## src/rtl/mips_pkg.sv

```systemverilog
`default_nettype none
// ============================================================================
// Module   : mips_pkg
// Purpose  : Shared opcodes, load/store FSM state type and opcode helpers.
// Revision : 1.0 - initial release
// ============================================================================
package mips_pkg;

    localparam logic [5:0] OP_LB  = 6'd32;
    localparam logic [5:0] OP_LH  = 6'd33;
    localparam logic [5:0] OP_LW  = 6'd35;
    localparam logic [5:0] OP_LBU = 6'd36;
    localparam logic [5:0] OP_LHU = 6'd37;
    localparam logic [5:0] OP_SB  = 6'd40;
    localparam logic [5:0] OP_SH  = 6'd41;
    localparam logic [5:0] OP_SW  = 6'd43;

    typedef enum logic [1:0] {
        IDLE   = 2'd0,
        ACCESS = 2'd1,
        DONE   = 2'd2
    } lsu_state_t;

    typedef enum logic [1:0] {
        SZ_BYTE = 2'd0,
        SZ_HALF = 2'd1,
        SZ_WORD = 2'd2
    } access_size_t;

    // True for the eight load/store opcodes this unit executes.
    function automatic logic op_is_valid(input logic [5:0] op);
        return (op == OP_LB) || (op == OP_LH) || (op == OP_LW) || (op == OP_LBU) ||
               (op == OP_LHU) || (op == OP_SB) || (op == OP_SH) || (op == OP_SW);
    endfunction

endpackage
`default_nettype wire

```

## src/rtl/load_store_unit_if.sv

```systemverilog
`default_nettype none
// ============================================================================
// Module   : load_store_unit_if
// Purpose  : Avalon-style data bus between the load/store unit and memory.
// Revision : 1.0 - initial release
// ============================================================================
interface load_store_unit_if;

    logic [31:0] address;
    logic        read;
    logic        write;
    logic [3:0]  byteenable;
    logic [31:0] writedata;
    logic [31:0] readdata;
    logic        waitrequest;

    modport master (
        output address, read, write, byteenable, writedata,
        input  readdata, waitrequest
    );

    modport slave (
        input  address, read, write, byteenable, writedata,
        output readdata, waitrequest
    );

endinterface
`default_nettype wire

```

## src/rtl/byte_lane_align.sv

```systemverilog
`default_nettype none
// ============================================================================
// Module   : byte_lane_align
// Purpose  : Combinational opcode decode, byte-lane enables, store data
//            replication and load extraction/extension.
// Revision : 1.0 - initial release
// ============================================================================
module byte_lane_align
    import mips_pkg::*;
(
    input  wire logic [5:0]  opcode,
    input  wire logic [1:0]  offset,
    input  wire logic [31:0] rt,
    input  wire logic [31:0] readdata,
    output logic      [3:0]  byteenable,
    output logic      [31:0] writedata,
    output logic      [31:0] load_data,
    output logic             valid_op,
    output logic             is_load,
    output logic             misaligned
);

    access_size_t w_size;
    logic         w_signed;
    logic [31:0]  w_lane;

    // Decode size/signedness and derive lanes, store data and load result.
    always_comb begin
        w_size   = SZ_WORD;
        w_signed = 1'b0;
        case (opcode)
            OP_LB:  begin w_size = SZ_BYTE; w_signed = 1'b1; end
            OP_LBU: w_size = SZ_BYTE;
            OP_SB:  w_size = SZ_BYTE;
            OP_LH:  begin w_size = SZ_HALF; w_signed = 1'b1; end
            OP_LHU: w_size = SZ_HALF;
            OP_SH:  w_size = SZ_HALF;
            default: w_size = SZ_WORD;
        endcase

        valid_op   = op_is_valid(opcode);
        is_load    = ~opcode[3];
        misaligned = ((w_size == SZ_HALF) && offset[0]) ||
                     ((w_size == SZ_WORD) && (offset != 2'b00));

        // Lanes are little-endian; the lane shift is 8 * offset.
        w_lane = readdata >> {offset, 3'b000};

        case (w_size)
            SZ_BYTE: begin
                byteenable = 4'b0001 << offset;
                writedata  = {4{rt[7:0]}};
                load_data  = {{24{w_signed & w_lane[7]}}, w_lane[7:0]};
            end
            SZ_HALF: begin
                byteenable = 4'b0011 << offset;
                writedata  = {2{rt[15:0]}};
                load_data  = {{16{w_signed & w_lane[15]}}, w_lane[15:0]};
            end
            default: begin
                byteenable = 4'b1111;
                writedata  = rt;
                load_data  = w_lane;
            end
        endcase
    end

endmodule
`default_nettype wire

```

## src/rtl/load_store_unit.sv

```systemverilog
`default_nettype none
// ============================================================================
// Module   : load_store_unit
// Purpose  : Memory stage: runs one load or store per start on the data bus,
//            with misalignment detection and a waitrequest timeout.
// Revision : 1.0 - initial release
// ============================================================================
module load_store_unit
    import mips_pkg::*;
#(
    parameter int MAX_WAIT = 255
) (
    input  wire logic        clk,
    input  wire logic        reset_n,
    input  wire logic        start,
    input  wire logic [31:0] instructionword,
    input  wire logic [31:0] memaddroffset,
    input  wire logic [31:0] store_data,
    load_store_unit_if.master bus,
    output logic      [31:0] load_data,
    output logic             done,
    output logic             busy,
    output logic             addr_err,
    output logic             bus_err
);

    localparam int CNT_W = (MAX_WAIT > 1) ? $clog2(MAX_WAIT) : 1;

    lsu_state_t       r_state;
    logic [5:0]       r_op;
    logic [1:0]       r_k;
    logic [CNT_W-1:0] r_wait;

    logic [5:0]  w_op;
    logic [1:0]  w_k;
    logic [3:0]  w_be;
    logic [31:0] w_wd;
    logic [31:0] w_ld;
    logic        w_valid_op;
    logic        w_is_load;
    logic        w_misaligned;
    logic        w_timeout;
    logic        w_unused_bits;

    // In IDLE the aligner decodes the incoming request; afterwards the latched one.
    assign w_op          = (r_state == IDLE) ? instructionword[31:26] : r_op;
    assign w_k           = (r_state == IDLE) ? memaddroffset[1:0]     : r_k;
    assign w_timeout     = (MAX_WAIT != 0) && (r_wait == CNT_W'(MAX_WAIT - 1));
    assign w_unused_bits = ^instructionword[25:0];

    byte_lane_align u_align (
        .opcode     (w_op),
        .offset     (w_k),
        .rt         (store_data),
        .readdata   (bus.readdata),
        .byteenable (w_be),
        .writedata  (w_wd),
        .load_data  (w_ld),
        .valid_op   (w_valid_op),
        .is_load    (w_is_load),
        .misaligned (w_misaligned)
    );

    // Access FSM with registered bus strobes, status flags and load result.
    always_ff @(posedge clk) begin
        if (!reset_n) begin
            r_state        <= IDLE;
            r_op           <= 6'd0;
            r_k            <= 2'd0;
            r_wait         <= '0;
            bus.address    <= 32'd0;
            bus.read       <= 1'b0;
            bus.write      <= 1'b0;
            bus.byteenable <= 4'd0;
            bus.writedata  <= 32'd0;
            load_data      <= 32'd0;
            done           <= 1'b0;
            busy           <= 1'b0;
            addr_err       <= 1'b0;
            bus_err        <= 1'b0;
        end else begin
            case (r_state)
                IDLE: begin
                    done <= 1'b0;
                    if (start) begin
                        busy        <= 1'b1;
                        addr_err    <= 1'b0;
                        bus_err     <= 1'b0;
                        r_op        <= w_op;
                        r_k         <= w_k;
                        r_wait      <= '0;
                        bus.address <= {memaddroffset[31:2], 2'b00};
                        if (!w_valid_op) begin
                            done    <= 1'b1;
                            r_state <= DONE;
                        end else if (w_misaligned) begin
                            addr_err <= 1'b1;
                            done     <= 1'b1;
                            r_state  <= DONE;
                        end else begin
                            bus.byteenable <= w_be;
                            bus.writedata  <= w_wd;
                            bus.read       <= w_is_load;
                            bus.write      <= ~w_is_load;
                            r_state        <= ACCESS;
                        end
                    end
                end
                ACCESS: begin
                    if (!bus.waitrequest) begin
                        if (bus.read) begin
                            load_data <= w_ld;
                        end
                        bus.read  <= 1'b0;
                        bus.write <= 1'b0;
                        done      <= 1'b1;
                        r_state   <= DONE;
                    end else if (w_timeout) begin
                        bus.read  <= 1'b0;
                        bus.write <= 1'b0;
                        bus_err   <= 1'b1;
                        done      <= 1'b1;
                        r_state   <= DONE;
                    end else begin
                        r_wait <= r_wait + 1'b1;
                    end
                end
                DONE: begin
                    done    <= 1'b0;
                    busy    <= 1'b0;
                    r_state <= IDLE;
                end
                default: r_state <= IDLE;
            endcase
        end
    end

endmodule
`default_nettype wire
```

## src/flat_wrapper.sv

```systemverilog
// flat-port wrapper written by rule: the top's interface ports become plain ports
module load_store_unit_flat import mips_pkg::*;
#(
    parameter int MAX_WAIT = 255
)
  (clk, reset_n, start, instructionword, memaddroffset, store_data, load_data, done, busy, addr_err, bus_err, bus_address, bus_read, bus_write, bus_byteenable, bus_writedata, bus_readdata, bus_waitrequest);
  load_store_unit_if bus_i ();
  input  wire logic clk;
  input  wire logic reset_n;
  input  wire logic start;
  input  wire logic [31:0] instructionword;
  input  wire logic [31:0] memaddroffset;
  input  wire logic [31:0] store_data;
  output logic      [31:0] load_data;
  output logic done;
  output logic busy;
  output logic addr_err;
  output logic bus_err;
  output wire logic [$bits(bus_i.address)-1:0] bus_address;
  output wire logic [$bits(bus_i.read)-1:0] bus_read;
  output wire logic [$bits(bus_i.write)-1:0] bus_write;
  output wire logic [$bits(bus_i.byteenable)-1:0] bus_byteenable;
  output wire logic [$bits(bus_i.writedata)-1:0] bus_writedata;
  input wire logic [$bits(bus_i.readdata)-1:0] bus_readdata;
  input wire logic [$bits(bus_i.waitrequest)-1:0] bus_waitrequest;
  assign bus_address = bus_i.address;
  assign bus_read = bus_i.read;
  assign bus_write = bus_i.write;
  assign bus_byteenable = bus_i.byteenable;
  assign bus_writedata = bus_i.writedata;
  assign bus_i.readdata = bus_readdata;
  assign bus_i.waitrequest = bus_waitrequest;
  load_store_unit #(.MAX_WAIT(MAX_WAIT)) u_core (.clk(clk), .reset_n(reset_n), .start(start), .instructionword(instructionword), .memaddroffset(memaddroffset), .store_data(store_data), .bus(bus_i), .load_data(load_data), .done(done), .busy(busy), .addr_err(addr_err), .bus_err(bus_err));
endmodule
```

## config.mk

```make
export PLATFORM = sky130hd
export DESIGN_NAME = load_store_unit_flat
export DESIGN_NICKNAME = d
export VERILOG_FILES = /design/src/rtl/mips_pkg.sv /design/src/rtl/load_store_unit_if.sv /design/src/rtl/byte_lane_align.sv /design/src/rtl/load_store_unit.sv /design/src/flat_wrapper.sv
export SDC_FILE = /design/constraint.sdc
export NUM_CORES = 1
export LEC_CHECK = 0
export CORE_AREA = 10 10 124 126
export DETAILED_ROUTE_END_ITERATION = 6
export DIE_AREA = 0 0 134 136
export PLACE_DENSITY = 0.85
export SYNTH_ARGS = -nofsm -noshare
export SYNTH_HDL_FRONTEND = slang
export SYNTH_SLANG_ARGS = --single-unit
```

## constraint.sdc

```tcl
create_clock -name clk -period 3.77 [get_ports clk]
set_input_delay 0.754 -clock clk [delete_from_list [all_inputs] [get_ports clk]]
set_output_delay 0.754 -clock clk [all_outputs]
set_load 0.005 [all_outputs]
```

=== Word-level counts from Yosys, hierarchy flattened ===
Index checks and enable logic that the tools add are counted.

* Register bits: 122
* Input port bits: 132
* Output and inout port bits: 106

* $add $sub $neg: 1
* Eq/ne operators: 20
* Shift operators: 3
* Muxes and demuxes: 39
* Bitwise gates (word level): 5
* Reductions and logical operators: 28

{| class="wikitable"
|+ Operators with widths
! kind !! number
|-
| 32-bit case mux with 2 select lines || 2
|-
| 6-bit == test (second input constant) || 8
|-
| 32-bit by 5-bit >> shifter with 32-bit output || 1
|-
| 8-bit two-way mux || 3
|-
| 1-bit two-way mux || 18
|-
| 8-bit case mux with 2 select lines || 1
|-
| 2-bit two-way mux || 6
|-
| 4-bit AND reduction || 3
|-
| 8-bit by 1-bit adder with 8-bit output (second input constant) || 1
|-
| 8-bit == test (second input constant) || 1
|-
| 1-bit logical OR || 8
|-
| 2-bit != test (second input constant) || 4
|-
| 1-bit case mux with 2 select lines || 4
|-
| 2-bit case mux with 2 select lines || 2
|-
| 4-bit case mux with 2 select lines || 1
|-
| 2-bit AND reduction || 4
|-
| 6-bit two-way mux || 1
|-
| 2-bit nonzero test || 3
|-
| 3-bit OR reduction || 2
|-
| 5-bit AND reduction || 1
|-
| 2-bit by 1-bit == test with 1-bit output (second input constant) || 2
|-
| 2-bit == test (second input constant) || 2
|-
| 2-bit zero test || 2
|-
| 2-bit by 1-bit != test with 1-bit output (second input constant) || 2
|-
| 10 further kinds || 14
|}

=== Longest topological paths before layout ===
* Depth in word-level cells: 13
* Gate-level depth with buffers: 11
* Mapped depth without buffers: 7

=== Hierarchy ===
A second synthesis with hierarchy kept.

* Cell total of the unflattened synthesis: 740
* Area, all modules: 5839.4 um^2

{| class="wikitable"
|+ By module, submodules not included
! module !! instances !! cells each !! area each (um^2)
|-
| load_store_unit || 1 || 576 || 4589.4
|-
| byte_lane_align || 1 || 164 || 1249.9
|}

=== Worst setup path before layout ===
Ideal clock, no wire load.

* Path kind: input to register
* Start: in instructionword[30]
* End: reg u_core.bus.writedata[15]
* Setup time: 116 ps
* Arrival time: 2198 ps
* Data required time: 3654 ps
* Path slack: 1456 ps
* Stages: 7
* Path buffers: 2
* Cell sequence: and4bb_2 -> o22ai_1 -> mux2_4 -> and2_1 -> buf_6 -> buf_6 -> o211a_1

* Longest elaborated chain between the ends: 10
* Elaborated cells between the ends (all ways): 28

{| class="wikitable"
|+ Ends and longest elaborated chain
! item !! RTL line !! source
|-
| start, declared || flat_wrapper.sv:11 || <nowiki>input wire logic [31:0] instructionword;</nowiki>
|-
| 6-bit two-way mux (*) || load_store_unit.sv:46 || <nowiki>assign w_op = (r_state == IDLE) ? instructionword[31:26] : r_op;</nowiki>
|-
| branches (longest 9 deep; another with 6-bit == test) || -- ||
|-
| end signal, assigned || load_store_unit.sv:102 || <nowiki>bus.writedata <= w_wd;</nowiki>
|-
| end, declared || load_store_unit_if.sv:18 || <nowiki>output address, read, write, byteenable, writedata,</nowiki>
|}

Every way passes the cells marked *.
A chain may end at the register's enable or synchronous reset.

=== Final worst setup path ===
* Start: reg u_core.r_state[0]
* End: reg u_core.load_data[22]

* Longest elaborated chain between the ends: 7
* Elaborated cells between the ends (all ways): 22

{| class="wikitable"
|+ Ends and longest elaborated chain
! item !! RTL line !! source
|-
| start, declared || load_store_unit.sv:29 || <nowiki>lsu_state_t r_state;</nowiki>
|-
| start signal, assigned || load_store_unit.sv:67 || <nowiki>r_state <= IDLE;</nowiki>
|-
| start signal, assigned || load_store_unit.sv:95 || <nowiki>r_state <= DONE;</nowiki>
|-
| start signal, assigned || load_store_unit.sv:99 || <nowiki>r_state <= DONE;</nowiki>
|-
| 2-bit zero test || load_store_unit.sv:46, load_store_unit.sv:47 ||
|-
| 6-bit two-way mux || load_store_unit.sv:46 ||
|-
| 6-bit == test || byte_lane_align.sv:31 || <nowiki>case (opcode)</nowiki>
|-
| 3-bit OR reduction (no line) or 2-bit OR reduction (tied branches) || -- ||
|-
| 2-bit case mux with 2 select lines or 1-bit two-way mux (tied branches) || byte_lane_align.sv:31 ||
|-
| 2-bit by 1-bit == test with 1-bit output, or another cell as far along || byte_lane_align.sv:49 || <nowiki>case (w_size)</nowiki>
|-
| 32-bit case mux with 2 select lines || byte_lane_align.sv:49 ||
|-
| end signal, assigned || load_store_unit.sv:112 || <nowiki>load_data <= w_ld;</nowiki>
|-
| end, declared || load_store_unit.sv:20 || <nowiki>output logic [31:0] load_data,</nowiki>
|}

Several ways; a longest one is shown, not always the timed one.

==> metrics.txt <==
MaxCap Viol Count 0; CTS tree yes; endpoint class of the critical path flip-flop; Mapped Area 0.005993 mm²; IO Port Bufs ~210; Synth top cells by count nand2_1, dfxtp_1, a21oi_1; Tightest Pin Transition about 0.82 ns; detailed-route wire length 19510 µm; Yosys top cell by area dfxtp_1; CP max FO 19; final-report hold violation count 0; reg2reg setup slack about 0.63 ns; Die H about 140 µm; total number of vias just under 6000; drt initial violations 385; clk sinks 122; synthesis-to-finish area growth 46.08%; worst r2r dst u_core.load_data[22]; RSZ-0062 raised after global routing false; most used cell, CP a21oi_1; worst rel slew slack 45.02%; Via density 5.397; first-pass GRT wire length ~31000 µm; FF-to-FF path depth 7; total gr overflow 0; H-tree depth 4; CP Buf/Inv Count 1; f_max around 320 MHz; Pwr Density around 420 mW/mm²; post-synthesis register bit count 122; Primary FF master, synth dfxtp_1; CP peak stage delay 0.70 ns; count leader, synth nand2_1; placed cell areas ~0.008 mm²; GP Congestion 0.8857; min cycle time layout about 3.1 ns; Die Footprint 0.01822 mm²; Final Setup Violations 0; DRC 0; synth top area cells dfxtp_1, nand2_1, a21boi_0, mux2i_1, a21oi_1; R2R Path Start u_core.r_state[0]; Initial Util 46.17%; Critical-path top delay cell ha_1; critical path class reg -> reg; Critical Path Start Type flip-flop; vias in the first global route 5770; antenna-violating nets left 0; hold depth 2; TritonCTS buffer count 17; Max Clock Skew 0.006922 ns; Mapped Cells between 700 and 800; fraction of layout cells with a size suffix above 1 8.615%; antenna cells 0; delay-heaviest family, CP multiplexers; outcome completed; Hold Path End u_core.bus.writedata[25]; Post-synth ARST share 0%; Die X about 130 µm; peak supply drop 0.2476 mV; area share of the leading cell type in the synthesized netlist 40.75%; Post-synth EDFFs 0; Critical Path RT 4.03 ns; # hold bufs at CTS 0; post-CTS setup buffer count 0; Post-DP HPWL 13830 µm; syn_area_per_cell about 8.3 µm²; register area share after synthesis 40.75%; Worst EP arrival 3.40 ns; final worst-path cycle share 83.17%; synthesis warning total 0; Slew Limit Fails 0; Lkg Pwr 0.003530 µW; Final #Nets 1042; worst-case clock buffer depth 2; worst-path cell chain inv_1, ha_1, mux2_2, mux2i_1, a21oi_1, o21ai_2, a21oi_1; worst hold-check path type reg -> reg; Row Count 42; post-route setup TNS 0 ns; Netlist cell types 53; Root Buffer clkbuf_16; gr usage total 20.91%; clk slew on worst S/H paths approximately 0.050 ns; Critical Path Start u_core.r_state[0]; DRT Pass-1 Iters 5; largest net degree at the start of global routing 51; core area approximately 0.013 mm²; Placed Cells 1061; Non-Filler Instances 1093; clock latency on the worst-skew pair 0.42 ns; CTS resizes 0; I/O pin count about 240; WL/cell 17.85 µm; HP Start u_core.bus.writedata[25]; initial antenna violation count 0; cell area after layout slightly below 0.009 mm²
==> through the flow <==
step	setup slack, ns	power [µW]	util (%)	hold slack, ns
after global routing	0.3743	3872	67.45	0.4669
after detailed placement	0.6211	2064	62.76	0.4424
final	0.6344	3716	67.45	0.4480
after floorplan	1.456	1772	-	0.4447
after global placement	0.6383	2057	62.76	0.4347
after CTS	0.6961	3742	67.45	0.4490
==> routing by layer <==
| layer | GRT usage (%) | share of wire (%) |
|---|---|---|
| met5 | 0 | 0 |
| met4 | 8.767 | 2.8 |
| met3 | 9.262 | 10 |
| met2 | 32.60 | 46 |
| met1 | 24.61 | 41 |
==> logic make-up after synthesis <==
| group | synth area share (%) |
|---|---|
| DFF | 40.75 |
| adders and majority gates | 1.253 |
| xor gates and xnor gates | 0.8768 |
| AOI/OAI and AO/OA | 22.69 |
| muxes | 9.207 |
| buffers and inverters | 5.470 |
| other | 0.06257 |
| and+or+nand+nor | 19.69 |
==> worst reg2reg max path, stage by stage (launching register included) <==
cell and delay (ns):
dfxtp_1 0.34, inv_1 0.09, ha_1 0.70, mux2_2 0.56, mux2i_1 0.40, a21oi_1 0.10, o21ai_2 0.64, a21oi_1 0.15
==> placed cells by master, fill, tap and decap left out, drive strengths merged, types with 16 or more instances in the layout <==
| cell type | Yosys | routed |
|---|---|---|
| a21boi | 50 | 50 |
| a21oi | 50 | 50 |
| buf | 25 | 17 |
| clkbuf | 35 | 25 |
| clkdlybuf4s50 | 0 | 208 |
| dfxtp | 122 | 122 |
| mux2 | 20 | 20 |
| mux2i | 31 | 31 |
| nand2 | 167 | 167 |
| nand3 | 29 | 29 |
| nand4 | 22 | 22 |
| nor2 | 16 | 16 |
| o211a | 16 | 16 |
| o21ai | 51 | 51 |
==> state kept, by name, indices dropped and copies added (netlist names) <==
register,flops
u_core.addr_err,1
u_core.bus.address,30
u_core.bus.byteenable,4
u_core.bus.read,1
u_core.bus.write,1
u_core.bus.writedata,32
u_core.bus_err,1
u_core.busy,1
u_core.done,1
u_core.load_data,32
u_core.r_k,2
u_core.r_op,6
u_core.r_state,2
u_core.r_wait,8
==> cell type report <==
type | instances | area (µm²)
fillers | 1073 | 4225
multi-input cells | 530 | 3244
flip-flops and latches | 122 | 2442
repair buffers | 225 | 2210
clock buffers | 25 | 495.5
well taps | 176 | 220.2
clock inverters | 7 | 112.6
inverters | 8 | 30.03
==> power breakdown <==
part / switching, µW / internal (µW) / total (µW)
Sequential: 28.1 / 1340 / 1370
Combinational: 355 / 323 / 678
Clock: 566 / 1110 / 1670
Total: 949 / 2770 / 3720
==> worst max path at each step <==
stage                                     to  slack (ns)  cells after the start
floorplan           u_core.bus.writedata[15]        1.46                      7
global placement    u_core.bus.byteenable[3]        0.64                      7
detailed placement  u_core.bus.byteenable[3]        0.62                      7
CTS                     u_core.load_data[23]        0.70                      7
global route            u_core.load_data[29]        0.37                      7
finish                  u_core.load_data[22]        0.63                      7
No activity file was read; power rests on OpenSTA's default activity.
